==> config.mk <==
export PLATFORM = sky130hd
export DESIGN_NAME = pwm_hbridge_ctrl
export DESIGN_NICKNAME = d
export VERILOG_FILES = /design/src/rtl/pwm_pkg.sv /design/src/rtl/pwm_hb_chan.sv /design/src/rtl/pwm_hbridge_ctrl.sv
export SDC_FILE = /design/constraint.sdc
export NUM_CORES = 1
export LEC_CHECK = 0
export BUFFER_PORTS_ARGS = -buffer_cell sky130_fd_sc_hd__buf_4
export CAP_MARGIN = 20
export CORE_ASPECT_RATIO = 0.8
export CORE_MARGIN = 1
export CORE_UTILIZATION = 30
export DETAILED_ROUTE_END_ITERATION = 8
export GPL_ROUTABILITY_DRIVEN = 0
export HOLD_SLACK_MARGIN = 0.1
export REMOVE_ABC_BUFFERS = 1
export SLEW_MARGIN = 0
export SYNTH_ARGS = -nofsm -noshare
export SYNTH_HDL_FRONTEND = slang
export SYNTH_SLANG_ARGS = --single-unit
==> constraint.sdc <==
create_clock -name i_sys_clk -period 6.05 [get_ports i_sys_clk]
set_clock_uncertainty 0.1 [all_clocks]
set_input_delay 1.815 -clock i_sys_clk [delete_from_list [all_inputs] [get_ports i_sys_clk]]
set_output_delay 1.815 -clock i_sys_clk [all_outputs]
set_load 0.02 [all_outputs]
==> src/rtl/pwm_pkg.sv <==
// rtl/pwm_pkg.sv - shared constants and helpers for the H-bridge PWM block
package pwm_pkg;

  localparam int CH_MAX = 8;
  localparam int DEAD_W = 4;

  // Bit positions of the two legs inside a channel's 2-bit output slice.
  localparam int LEG_A = 1;
  localparam int LEG_B = 0;

  function automatic int clog2_min1(input int n);
    return (n <= 2) ? 1 : $clog2(n);
  endfunction

endpackage

==> src/rtl/pwm_hb_chan.sv <==
// rtl/pwm_hb_chan.sv - one H-bridge channel: shadow/active config, compare, leg output
// Optional dead-time on direction reversal: PWM_DEADTIME_EN.
module pwm_hb_chan
  import pwm_pkg::*;
#(
  parameter int DUTY_W   = 8,
  parameter int DEAD_CYC = 4
) (
  input  logic              clk,
  input  logic              rst_n,
  input  logic              en,
  input  logic              load,
  input  logic              wr,
  input  logic [DUTY_W-1:0] wr_duty,
  input  logic              wr_dir,
  input  logic              wr_on,
  input  logic [DUTY_W-1:0] cnt,
  output logic [1:0]        legs
);

  if (DEAD_CYC < 1 || DEAD_CYC > (2 ** DEAD_W) - 1) begin : g_bad_dead
    $error("pwm_hb_chan: DEAD_CYC out of range");
  end

  logic [DUTY_W-1:0] duty_sh, duty_act;
  logic              dir_sh, dir_act;
  logic              on_sh, on_act;
  logic              next_dir;
  logic              pwm;
  logic              gate;
  logic [1:0]        legs_next;

  // A write landing on the load cycle bypasses the shadow straight into active.
  assign next_dir = wr ? wr_dir : dir_sh;

  always_ff @(posedge clk or negedge rst_n) begin
    if (!rst_n) begin
      duty_sh  <= '0;
      dir_sh   <= 1'b0;
      on_sh    <= 1'b0;
      duty_act <= '0;
      dir_act  <= 1'b0;
      on_act   <= 1'b0;
    end else begin
      if (wr) begin
        duty_sh <= wr_duty;
        dir_sh  <= wr_dir;
        on_sh   <= wr_on;
      end
      if (load) begin
        duty_act <= wr ? wr_duty : duty_sh;
        dir_act  <= next_dir;
        on_act   <= wr ? wr_on : on_sh;
      end
    end
  end

  assign pwm = on_act && (cnt < duty_act);

  always_comb begin
    legs_next        = 2'b00;
    legs_next[LEG_A] = pwm && dir_act;
    legs_next[LEG_B] = pwm && !dir_act;
  end

`ifdef PWM_DEADTIME_EN
  logic [DEAD_W-1:0] dead;

  // A reversal (including one during an active dead-time) restarts the count.
  always_ff @(posedge clk or negedge rst_n) begin
    if (!rst_n) begin
      dead <= '0;
    end else if (load && (next_dir != dir_act)) begin
      dead <= DEAD_W'(DEAD_CYC);
    end else if (dead != '0) begin
      dead <= dead - 1'b1;
    end
  end

  assign gate = (dead == '0);
`else
  assign gate = 1'b1;
`endif

  always_ff @(posedge clk or negedge rst_n) begin
    if (!rst_n) begin
      legs <= 2'b00;
    end else begin
      legs <= (en && gate) ? legs_next : 2'b00;
    end
  end

endmodule

==> src/rtl/pwm_hbridge_ctrl.sv <==
// rtl/pwm_hbridge_ctrl.sv - multi-channel H-bridge PWM: prescaler, period counter, write decode
// Optional dead-time on direction reversal: PWM_DEADTIME_EN.
module pwm_hbridge_ctrl
  import pwm_pkg::*;
#(
  parameter int CH_NUM     = 2,
  parameter int DUTY_W     = 8,
  parameter int PRESCALE_W = 8,
  parameter int DEAD_CYC   = 4
) (
  input  logic                         i_sys_clk,
  input  logic                         i_rst,
  input  logic                         i_en,
  input  logic [PRESCALE_W-1:0]        i_prescale,
  input  logic                         i_cfg_we,
  input  logic [clog2_min1(CH_NUM)-1:0] i_cfg_ch,
  input  logic [DUTY_W-1:0]            i_cfg_duty,
  input  logic                         i_cfg_dir,
  input  logic                         i_cfg_on,
  output logic [2*CH_NUM-1:0]          o_pwm_wave,
  output logic                         o_period_stb
);

  localparam int CH_W = clog2_min1(CH_NUM);

  if (CH_NUM < 1 || CH_NUM > CH_MAX) begin : g_bad_ch
    $error("pwm_hbridge_ctrl: CH_NUM out of range");
  end

  logic [PRESCALE_W-1:0] psc;
  logic [DUTY_W-1:0]     cnt;
  logic                  en_q;
  logic                  tick;
  logic                  boundary;
  logic                  load;

  // >= rather than == so a live shrink of i_prescale cannot strand the divider.
  assign tick     = i_en && (psc >= i_prescale);
  assign boundary = tick && (cnt == '1);
  assign load     = boundary || (i_en && !en_q);

  always_ff @(posedge i_sys_clk or negedge i_rst) begin
    if (!i_rst) begin
      psc          <= '0;
      cnt          <= '0;
      en_q         <= 1'b0;
      o_period_stb <= 1'b0;
    end else begin
      en_q         <= i_en;
      o_period_stb <= boundary;
      if (!i_en) begin
        psc <= '0;
        cnt <= '0;
      end else if (tick) begin
        psc <= '0;
        cnt <= cnt + 1'b1;
      end else begin
        psc <= psc + 1'b1;
      end
    end
  end

  for (genvar c = 0; c < CH_NUM; c++) begin : g_ch
    logic wr;

    assign wr = i_cfg_we && (i_cfg_ch == CH_W'(c));

    pwm_hb_chan #(
      .DUTY_W   (DUTY_W),
      .DEAD_CYC (DEAD_CYC)
    ) u_chan (
      .clk     (i_sys_clk),
      .rst_n   (i_rst),
      .en      (i_en),
      .load    (load),
      .wr      (wr),
      .wr_duty (i_cfg_duty),
      .wr_dir  (i_cfg_dir),
      .wr_on   (i_cfg_on),
      .cnt     (cnt),
      .legs    (o_pwm_wave[2*c +: 2])
    );
  end

endmodule

==> impl_metrics.ini <==
[drt]
drt-pass1-iter-count = 4
drtIter0Drc = 96
routed_wl_um = 5670
detail-route-antenna-nets = 0
wl_per_cell_um = 12.8
vias = 2029
drc_errors = 0
vias_per_cell = 4.57

[clock_tree]
ctsResizeCount = 0
cts_tree = done
cts_root_buf = clkbuf_16
path_clk_slew_ns = 0.05
htreeDepth = 3
numCtsBuffers = 9
clock_path_buffers = 2
cts_hold_buf = 0
postCtsSetupBuffers = 0
insertion_delay_ns = 0.33
cts_sinks = 62

[floorplan]
num_rows = 32
start_util_pct = 31.4
die_y_um = 92.6
io_pins = 28
core-area_um2 = 9810
fp.dieW_um = 115
die-area_um2 = 10700

[timing]
finalHoldViolCount = 0
tightestPinTransition_ns = 0.964
setup_tns_ns = 0
finalCritPeriodShare_pct = 63.5
finalWorstSetupSlack_ns = 2.21
period_minus_slack_ns = 3.84
fmaxAchievable_ghz = 0.260
slew_violations = 0
rsz0062_at_grt = no
slew_headroom_pct = 35.6
setup_viol = 0

[worst_setup_path]
path_cells = buf_4, ha_1, nand2b_1, a2111oi_0, o31a_1, nand2_1, nor2_1
start_kind = primary input
critPathTopFamily = compound AO/OA/AOI/OAI gates
worst-path-buf-inv = 1
cp_slowest_cell = a2111oi_0
critPathKind = in2reg
max_stage_delay_ns = 0.62
worstPathMaxFanout = 17
worst_ep_arrival_time_ns = 3.99
crit_path_end_kind = flip-flop
worst_ep_required_time_ns = 6.20

[place]
dpl.hpwl_um = 4120
portBuffers = 27
place_worst_setup_slack_ns = 1.85

[power_and_ir_drop]
ir_worst_vdd_mv = 0.203
powerDensity_nw_per_um2 = 314
cellLeakagePower_uw = 0.00183

[synth]
yosysTopAreaCellShare_pct = 50.4
avgSynthCellArea_um2 = 11.4
synthCells = 270
seq_area_frac_synth_pct = 50.4
yosysWarnings = 0
ys_types = 38
synth_edf_count = 0
synth_area_leaders = dfrtp_1 (50%), ha_1 (9.8%), mux2_4 (9.8%)
synthArstFlopShare_pct = 100
synth-seq-cells = 62
synthesis.area_um2 = 3080
synth-main-ff-cell = dfrtp_1
yosys.area.top_type = dfrtp_1

[cells_and_area]
fin_nets = 350
drive_gt1_share_pct = 24.7
diodes = 0
area.growth.synth_to_final_pct = 20.8

[global_routing]
grt_use_total_pct = 12.5
grt_overflow = 0
grt_pass1_wl_um = 9900
grt_max_degree = 63
grt_pass1_vias = 2036
antenna_found_initial = 0

[worst_hold_path]
hp-class = reg2reg

[run_status]
status = completed

[job]
max-cap-violations = 0
-- final cells by class --
cell class / instances / area [um^2]
fill: 970 / 6090
sequential: 62 / 1550
multi-input combinational: 177 / 1390
clock buffer: 12 / 256
timing repair buffer: 28 / 210
tap: 136 / 170
inverter: 25 / 93.8
clock inverter: 4 / 45.0
-- cells in the mapped netlist, types with 3 or more instances --
cell type,n
mux2_2,10
mux2_4,20
inv_1,25
nor2_1,9
nand2_1,40
ha_1,24
dfrtp_1,62
nand3_1,8
o21a_1,5
nand2b_1,3
o21ai_1,5
xor2_1,4
a21oi_1,9
xnor2_1,3
or3_1,4
and3_1,3
o21ai_0,3
nor3_1,4
-- per-layer routing --
metal / wire length (um) / GRT usage [%] / vias to the layer above
li1: - / - / 995
met1: 2850 / 17.2 / 986
met2: 2470 / 17.8 / 38
met3: 249 / 3.73 / 10
met4: 102 / 6.17 / 0
met5: 0 / 0 / -
-- path summary, 6_finish.rpt --
check,to,slack (ns),depth (start not counted),from
max in group asynchronous,cnt[3],3.86,1,i_rst
hold reg to reg,g_ch[0].u_chan.legs[0],0.37,1,g_ch[0].u_chan.dir_act
min in group asynchronous,g_ch[1].u_chan.duty_sh[3],1.44,1,i_rst
hold / removal,g_ch[0].u_chan.legs[0],0.37,1,g_ch[0].u_chan.dir_act
setup reg to reg,psc[5],3.35,7,psc[0]
setup / recovery,psc[5],2.21,7,i_prescale[0]
-- where the power goes --
| group | internal [uW] | switching (uW) |
|---|---|---|
| clock network | 338 | 170 |
| logic | 89.5 | 72.2 |
| registers | 469 | 27.2 |
| total | 897 | 269 |
-- worst reg2reg max path: stages (launching register included) --
cell and delay [ns]:
dfrtp_1 0.41, inv_1 0.06, ha_1 0.26, nand2b_1 0.13
a2111oi_0 0.62, o31a_1 0.61, nand2_1 0.29, nor2_1 0.16
-- per-stage QoR --
step | hold slack (ns) | instances | total power [uW] | cell area [um^2] | util, %
global route | 0.404 | 444 | 1230 | 3720 | 37.9
global placement | 0.347 | 428 | 661 | 3420 | 34.8
CTS | 0.374 | 444 | 1190 | 3720 | 37.9
finish | 0.372 | 444 | 1170 | 3720 | 37.9
detailed placement | 0.361 | 428 | 667 | 3420 | 34.8
floorplan | 0.325 | 264 | 609 | 3040 | -
-- sequential cells by signal, indices dropped and copies added (netlist names) --
signal                count
g_ch.u_chan.on_sh         2
psc                       8
o_period_stb              1
g_ch.u_chan.duty_act     16
g_ch.u_chan.dir_sh        2
g_ch.u_chan.dir_act       2
g_ch.u_chan.on_act        2
g_ch.u_chan.duty_sh      16
g_ch.u_chan.legs          4
cnt                       8
en_q                      1
-- logic make-up (layout without fill, tap and decap cells) --
kind of cell               count (synthesis)  in the layout  share of synthesized area (%)
muxes                                     30             30                           13.4
xor gates and xnor gates                   7              7                           1.99
DFF                                       62             62                           50.4
adders and majority gates                 24             24                           9.75
buffers and inverters                     31             69                           4.43
AOI/OAI and AO/OA                         33             33                           7.03
and+or+nand+nor                           83             83                           13.0
-- cell usage in the layout, fill, tap and decap left out, drive strengths merged, types with 4 or more instances in the layout --
cell type	n
mux2	30
xor2	4
dfrtp	62
nor2	9
nand2	40
o21ai	8
or3	5
inv	25
o21a	5
nand3	8
clkbuf	12
nor3	4
buf	28
ha	24
a21oi	9
No activity file was read; power rests on OpenSTA's default activity.
